==> config.mk <==
export PLATFORM = sky130hd
export DESIGN_NAME = fpu_iterative_divider
export DESIGN_NICKNAME = d
export VERILOG_FILES = /design/src/rtl/fpu_iterative_divider.sv
export SDC_FILE = /design/constraint.sdc
export NUM_CORES = 1
export LEC_CHECK = 0
export ABC_AREA = 0
export BUFFER_PORTS_ARGS = -buffer_cell sky130_fd_sc_hd__buf_2
export CORE_ASPECT_RATIO = 0.75
export CORE_UTILIZATION = 55
export DETAILED_ROUTE_END_ITERATION = 8
export PLACE_DENSITY = 0.76
export SLEW_MARGIN = 20
export SYNTH_ARGS = -nofsm -noshare
export SYNTH_HDL_FRONTEND = slang
export SYNTH_SLANG_ARGS = --single-unit
==> constraint.sdc <==
create_clock -name clk -period 11.44 [get_ports clk]
set_input_delay 1.716 -clock clk [delete_from_list [all_inputs] [get_ports clk]]
set_output_delay 1.716 -clock clk [all_outputs]
set_load 0.01 [all_outputs]
==> src/rtl/fpu_iterative_divider.sv <==
// Multi-cycle floating-point divider: radix-2 restoring mantissa division,
// round-to-nearest-even, flush-to-zero, valid/ready handshake on both sides.
module fpu_iterative_divider #(
  parameter int unsigned EXP_W = 8,
  parameter int unsigned MAN_W = 23,
  parameter int unsigned WIDTH = 1 + EXP_W + MAN_W
) (
  input  logic             clk,
  input  logic             rst_n,
  input  logic             in_valid,
  output logic             in_ready,
  input  logic [WIDTH-1:0] A,
  input  logic [WIDTH-1:0] B,
  output logic             out_valid,
  input  logic             out_ready,
  output logic [WIDTH-1:0] result,
  output logic             overflow,
  output logic             underflow,
  output logic             div_by_zero,
  output logic             invalid
);

  localparam int unsigned Q     = MAN_W + 3;
  localparam int unsigned CNT_W = $clog2(Q);
  localparam int unsigned R_W   = MAN_W + 2;
  localparam int unsigned E_W   = EXP_W + 2;
  localparam logic [CNT_W-1:0]      CNT_LAST = CNT_W'(Q - 1);
  localparam logic signed [E_W-1:0] E_BIAS   = E_W'(2 ** (EXP_W - 1) - 1);
  localparam logic signed [E_W-1:0] E_MAX    = E_W'(2 ** EXP_W - 1);
  localparam logic signed [E_W-1:0] E_ZERO   = '0;
  localparam logic signed [E_W-1:0] E_ONE    = E_W'(1);
  localparam logic [WIDTH-1:0] QNAN = {1'b0, {EXP_W{1'b1}}, 1'b1, {(MAN_W-1){1'b0}}};

  typedef enum logic [1:0] {IDLE, DIVIDE, ROUND, DONE} state_t;
  state_t state, state_next;

  logic [R_W-1:0]        rem;
  logic [MAN_W:0]        mb;
  logic [Q-1:0]          quo;
  logic [CNT_W-1:0]      cnt;
  logic signed [E_W-1:0] e;
  logic                  sign;

  // Operand unpacking and classification
  logic             sa, sb, sign_c;
  logic [EXP_W-1:0] ea, eb;
  logic [MAN_W-1:0] fa, fb;
  logic             a_zero, b_zero, a_inf, b_inf, a_nan, b_nan;
  logic signed [E_W-1:0] ea_s, eb_s, e_init;

  assign {sa, ea, fa} = A;
  assign {sb, eb, fb} = B;
  assign sign_c = sa ^ sb;
  assign a_zero = (ea == '0);
  assign b_zero = (eb == '0);
  assign a_inf  = (&ea) && (fa == '0);
  assign b_inf  = (&eb) && (fb == '0);
  assign a_nan  = (&ea) && (fa != '0);
  assign b_nan  = (&eb) && (fb != '0);
  assign ea_s   = {2'b00, ea};
  assign eb_s   = {2'b00, eb};
  assign e_init = ea_s - eb_s + E_BIAS;

  // Special-case result selection; Inf/0 is treated as Inf/finite (no flag)
  logic             special_c, spec_invalid, spec_dbz;
  logic [WIDTH-1:0] spec_result;

  always_comb begin
    special_c    = 1'b1;
    spec_invalid = 1'b0;
    spec_dbz     = 1'b0;
    spec_result  = {sign_c, {EXP_W{1'b1}}, {MAN_W{1'b0}}};
    if (a_nan || b_nan || (a_zero && b_zero) || (a_inf && b_inf)) begin
      spec_result  = QNAN;
      spec_invalid = 1'b1;
    end else if (a_inf) begin
      spec_result = {sign_c, {EXP_W{1'b1}}, {MAN_W{1'b0}}};
    end else if (b_zero) begin
      spec_dbz = 1'b1;
    end else if (b_inf || a_zero) begin
      spec_result = {sign_c, {(WIDTH-1){1'b0}}};
    end else begin
      special_c = 1'b0;
    end
  end

  // One restoring-division step
  logic           ge;
  logic [R_W-1:0] rem_sel, rem_nxt;

  always_comb begin
    ge      = (rem >= {1'b0, mb});
    rem_sel = ge ? (rem - {1'b0, mb}) : rem;
    rem_nxt = rem_sel << 1;
  end

  // Normalise, round to nearest even, range-check
  logic                  guard, sticky, inc, ovf_c, unf_c;
  logic [MAN_W:0]        kept;
  logic [MAN_W+1:0]      sum;
  logic [MAN_W-1:0]      frac;
  logic signed [E_W-1:0] e_norm, e_fin;
  logic [WIDTH-1:0]      rnd_result;

  always_comb begin
    if (quo[Q-1]) begin
      kept   = quo[Q-1:2];
      guard  = quo[1];
      sticky = quo[0] | (|rem);
      e_norm = e;
    end else begin
      kept   = quo[Q-2:1];
      guard  = quo[0];
      sticky = |rem;
      e_norm = e - E_ONE;
    end
    inc = guard & (sticky | kept[0]);
    sum = {1'b0, kept} + {{(MAN_W+1){1'b0}}, inc};
    if (sum[MAN_W+1]) begin
      frac  = sum[MAN_W:1];
      e_fin = e_norm + E_ONE;
    end else begin
      frac  = sum[MAN_W-1:0];
      e_fin = e_norm;
    end
    ovf_c = (e_fin >= E_MAX);
    unf_c = (e_fin <= E_ZERO);
    if (ovf_c)      rnd_result = {sign, {EXP_W{1'b1}}, {MAN_W{1'b0}}};
    else if (unf_c) rnd_result = {sign, {(WIDTH-1){1'b0}}};
    else            rnd_result = {sign, e_fin[EXP_W-1:0], frac};
  end

  always_ff @(posedge clk or negedge rst_n) begin
    if (!rst_n) state <= IDLE;
    else        state <= state_next;
  end

  always_comb begin
    state_next = state;
    case (state)
      IDLE:    if (in_valid) state_next = special_c ? DONE : DIVIDE;
      DIVIDE:  if (cnt == CNT_LAST) state_next = ROUND;
      ROUND:   state_next = DONE;
      DONE:    if (out_ready) state_next = IDLE;
      default: state_next = IDLE;
    endcase
  end

  always_comb begin
    in_ready  = (state == IDLE);
    out_valid = (state == DONE);
  end

  // Datapath, result and flag registers
  always_ff @(posedge clk or negedge rst_n) begin
    if (!rst_n) begin
      rem         <= '0;
      mb          <= '0;
      quo         <= '0;
      cnt         <= '0;
      e           <= '0;
      sign        <= 1'b0;
      result      <= '0;
      overflow    <= 1'b0;
      underflow   <= 1'b0;
      div_by_zero <= 1'b0;
      invalid     <= 1'b0;
    end else begin
      case (state)
        IDLE: if (in_valid) begin
          sign        <= sign_c;
          rem         <= {2'b01, fa};
          mb          <= {1'b1, fb};
          quo         <= '0;
          cnt         <= '0;
          e           <= e_init;
          overflow    <= 1'b0;
          underflow   <= 1'b0;
          div_by_zero <= spec_dbz;
          invalid     <= spec_invalid;
          if (special_c) result <= spec_result;
        end
        DIVIDE: begin
          rem <= rem_nxt;
          quo <= {quo[Q-2:0], ge};
          cnt <= cnt + CNT_W'(1);
        end
        ROUND: begin
          result    <= rnd_result;
          overflow  <= ovf_c;
          underflow <= unf_c;
        end
        DONE: if (out_ready) begin
          overflow    <= 1'b0;
          underflow   <= 1'b0;
          div_by_zero <= 1'b0;
          invalid     <= 1'b0;
        end
        default: ;
      endcase
    end
  end

endmodule
==> impl_metrics.tcl <==
set metrics [dict create \
    ys_types 77 \
    htreeDepth 4 \
    slew_viol_final 0 \
    antenna_found_initial 0 \
    hold_violations 0 \
    syn-num-nets 1185 \
    period_needed_ps 4470 \
    hp-start "mb[23]" \
    worst_pin_slew_ps 952 \
    critPathLaunchType "flop" \
    synthCells 1073 \
    fmax_mhz 224 \
    cts_sinks 129 \
    ios 106 \
    postPlaceCellArea_sq_um 9970 \
    cts.path.max_buffers 2 \
    layout_common_cells "128 x dfrtp_1, 108 x nand2_1, 104 x buf_2" \
    rsz0062_at_grt "false" \
    path_class "flop to flop" \
    cts_setup_buffers 0 \
    die_width_um 153 \
    yosysSeqAreaShare 0.345 \
    synth-seq-cells 129 \
    synth_flop_cell "dfrtp_1" \
    port_buffers 105 \
    core_sq_um 16300 \
    fill_cells 1371 \
    ant_nets 0 \
    cts_resized 0 \
    cts_root_buf "clkbuf_16" \
    critPathLaunch "quo[25]" \
    holdCritPathClass "flop to flop" \
    viasPerCell 6.11 \
    tns_ps 0 \
    grt_pass1_vias 7897 \
    gp_congestion 0.963 \
    vias 8326 \
    dr.pass1.iters 7 \
    r2r_slack_ps 6970 \
    drcViolationCount 1 \
    status "complete, but fails checks" \
    insertion_delay_ps 440 \
    grt.overflow.total 0 \
    power_density_nw_per_um2 297 \
    vdd_drop_max_uv 146 \
    wl_per_cell_um 17.8 \
    synth_edf_count 0 \
    cts_tree "done" \
    grt_pass1_wl_mm 40.2 \
    violations "DRC" \
    cp-end-kind "flop" \
    grt_max_degree 69 \
    rows 40 \
    rr_startpoint "quo[25]" \
    ys_warn_count 0 \
    cts.clk_slew.worst_paths_ps 60 \
    cp.required_ps 11760 \
    area_delta_synth_final_pct 12.4 \
    cts_buffers 17 \
    grt_use_total 0.290 \
    setup_viol 0 \
    hpwl_mm 17.7 \
    crit_path_max_fanout 46 \
    nNetsFinal 1251 \
    syn_area_per_cell_sq_um 8.73 \
    die_area_sq_um 17600 \
    relSlewSlack 0.365 \
    ys_async_sr_fraction 1.00 \
    min_period_over_period 0.391 \
    syn-cell-area_sq_um 9370 \
    chipHeight_um 115 \
    worst_ep_arrival_time_ps 4790 \
    final_common_cell "dfrtp_1" \
    drt_iter0_drc 722 \
    stdcell_area_sq_um 10500 \
    maxCapViolCount 0 \
    drt_wl_total_mm 24.3 \
    drive_gt1_frac 0.175 \
    start_util 0.574 \
    p_leak_nw 4.65 \
    diodes 0 \
    skew_ps 12.1 \
    hold_buffers 0 \
]
## per-layer routing
| layer | GRT usage | share of wire | vias to the layer above |
|---|---|---|---|
| met4 | 0.0896 | 0.012 | 0 |
| met3 | 0.0467 | 0.061 | 31 |
| li1 | - | - | 4024 |
| met5 | 0 | 0 | - |
| met2 | 0.446 | 0.44 | 268 |
| met1 | 0.422 | 0.49 | 4003 |
## cells in the mapped netlist (3+ instances only)
| master | instances | area, sq um |
|---|---|---|
| or2_2 | 5 | 31.3 |
| nand4_1 | 23 | 144 |
| clkbuf_1 | 52 | 195 |
| mux2_2 | 29 | 327 |
| o31ai_1 | 11 | 82.6 |
| dfrtp_1 | 129 | 3230 |
| o211ai_1 | 4 | 30.0 |
| o41ai_1 | 3 | 26.3 |
| mux2i_1 | 32 | 320 |
| inv_1 | 54 | 203 |
| xor2_1 | 39 | 342 |
| a211oi_1 | 12 | 90.1 |
| buf_2 | 3 | 15.0 |
| a21boi_0 | 8 | 60.1 |
| nand2b_1 | 14 | 87.6 |
| o21ai_0 | 58 | 290 |
| ha_1 | 42 | 526 |
| nand2_1 | 109 | 409 |
| and4_1 | 7 | 61.3 |
| a2111oi_0 | 3 | 26.3 |
| or3b_2 | 5 | 43.8 |
| nand3_1 | 34 | 170 |
| a31oi_1 | 8 | 50.1 |
| buf_1 | 9 | 33.8 |
| nor3_1 | 23 | 115 |
| o22a_1 | 7 | 61.3 |
| nor2b_1 | 6 | 37.5 |
| or3_1 | 5 | 31.3 |
| and3_1 | 6 | 37.5 |
| a22o_1 | 30 | 263 |
| xnor2_1 | 38 | 333 |
| o22ai_1 | 4 | 25.0 |
| o31a_1 | 4 | 35.0 |
| and2_1 | 8 | 50.1 |
| o21bai_1 | 6 | 45.0 |
| a32o_1 | 7 | 70.1 |
| nor4_1 | 28 | 175 |
| nand3b_1 | 3 | 22.5 |
| o21a_1 | 7 | 52.6 |
| nor2_1 | 75 | 282 |
| a21oi_1 | 53 | 265 |
| a21o_1 | 15 | 113 |
| nor3b_1 | 13 | 97.6 |
## path summary, 6_finish.rpt
check	endpoint	cells after the start
worst max-delay path	result[21]	13
worst min-delay path	mb[23]	2
worst max register to register	result[21]	13
worst min register to register	mb[23]	2
max in group asynchronous	quo[25]	2
min in group asynchronous	mb[20]	1
## final cells by class
cell class              instances  area (sq um)  area share
flip-flops and latches        129          3230       0.307
well taps                     210           263      0.0250
clock inverters                13           115      0.0109
clock buffers                  19           443      0.0421
repair buffers                113           592      0.0562
multi-input cells             824          5680       0.540
inverters                      54           203      0.0193
## worst max-delay path, cell delays in order, from the launching register on
cell      delay, ps
dfrtp_2         510
buf_4           500
nand2_1          80
a21boi_0        200
ha_1            230
nand4_1         160
nor4_4          450
nand4_4         370
or4_1           630
a211oi_2        270
a31oi_1         190
and4b_4         290
and2b_1         220
a22o_1          200
## through the flow
step,hold WS [ps],power (mW),util,cells,worst slack (ps)
finish,455,3.13,0.645,1362,6970
global route,492,3.37,0.645,1362,6580
CTS,461,3.11,0.645,1362,7020
detailed placement,447,2.57,0.611,1330,7040
global placement,432,2.54,0.611,1330,7200
floorplan,418,2.15,-,1073,6860
## state kept, by name (all words and copies together), names as in the netlist
register     cells
state            2
overflow         1
e               10
invalid          1
mb              24
rem             25
cnt              5
div_by_zero      1
quo             26
underflow        1
sign             1
result          32
## report_power, final
group	internal, mW	switching, mW	total, mW
Sequential	0.623	0.197	0.820
Combinational	0.737	1.06	1.80
Clock	0.303	0.211	0.514
Total	1.66	1.47	3.13
## logic make-up (layout without fill, tap and decap cells)
logic type / count (synthesis) / after routing / synth area share
compound gates: 262 / 262 / 0.193
mux: 61 / 61 / 0.0690
simple gates: 379 / 379 / 0.210
flops: 129 / 129 / 0.345
xor+xnor: 78 / 78 / 0.0737
fa+ha+maj: 44 / 44 / 0.0604
buf+inv: 120 / 199 / 0.0497
Note: power is estimated with default switching activity, not from simulation.
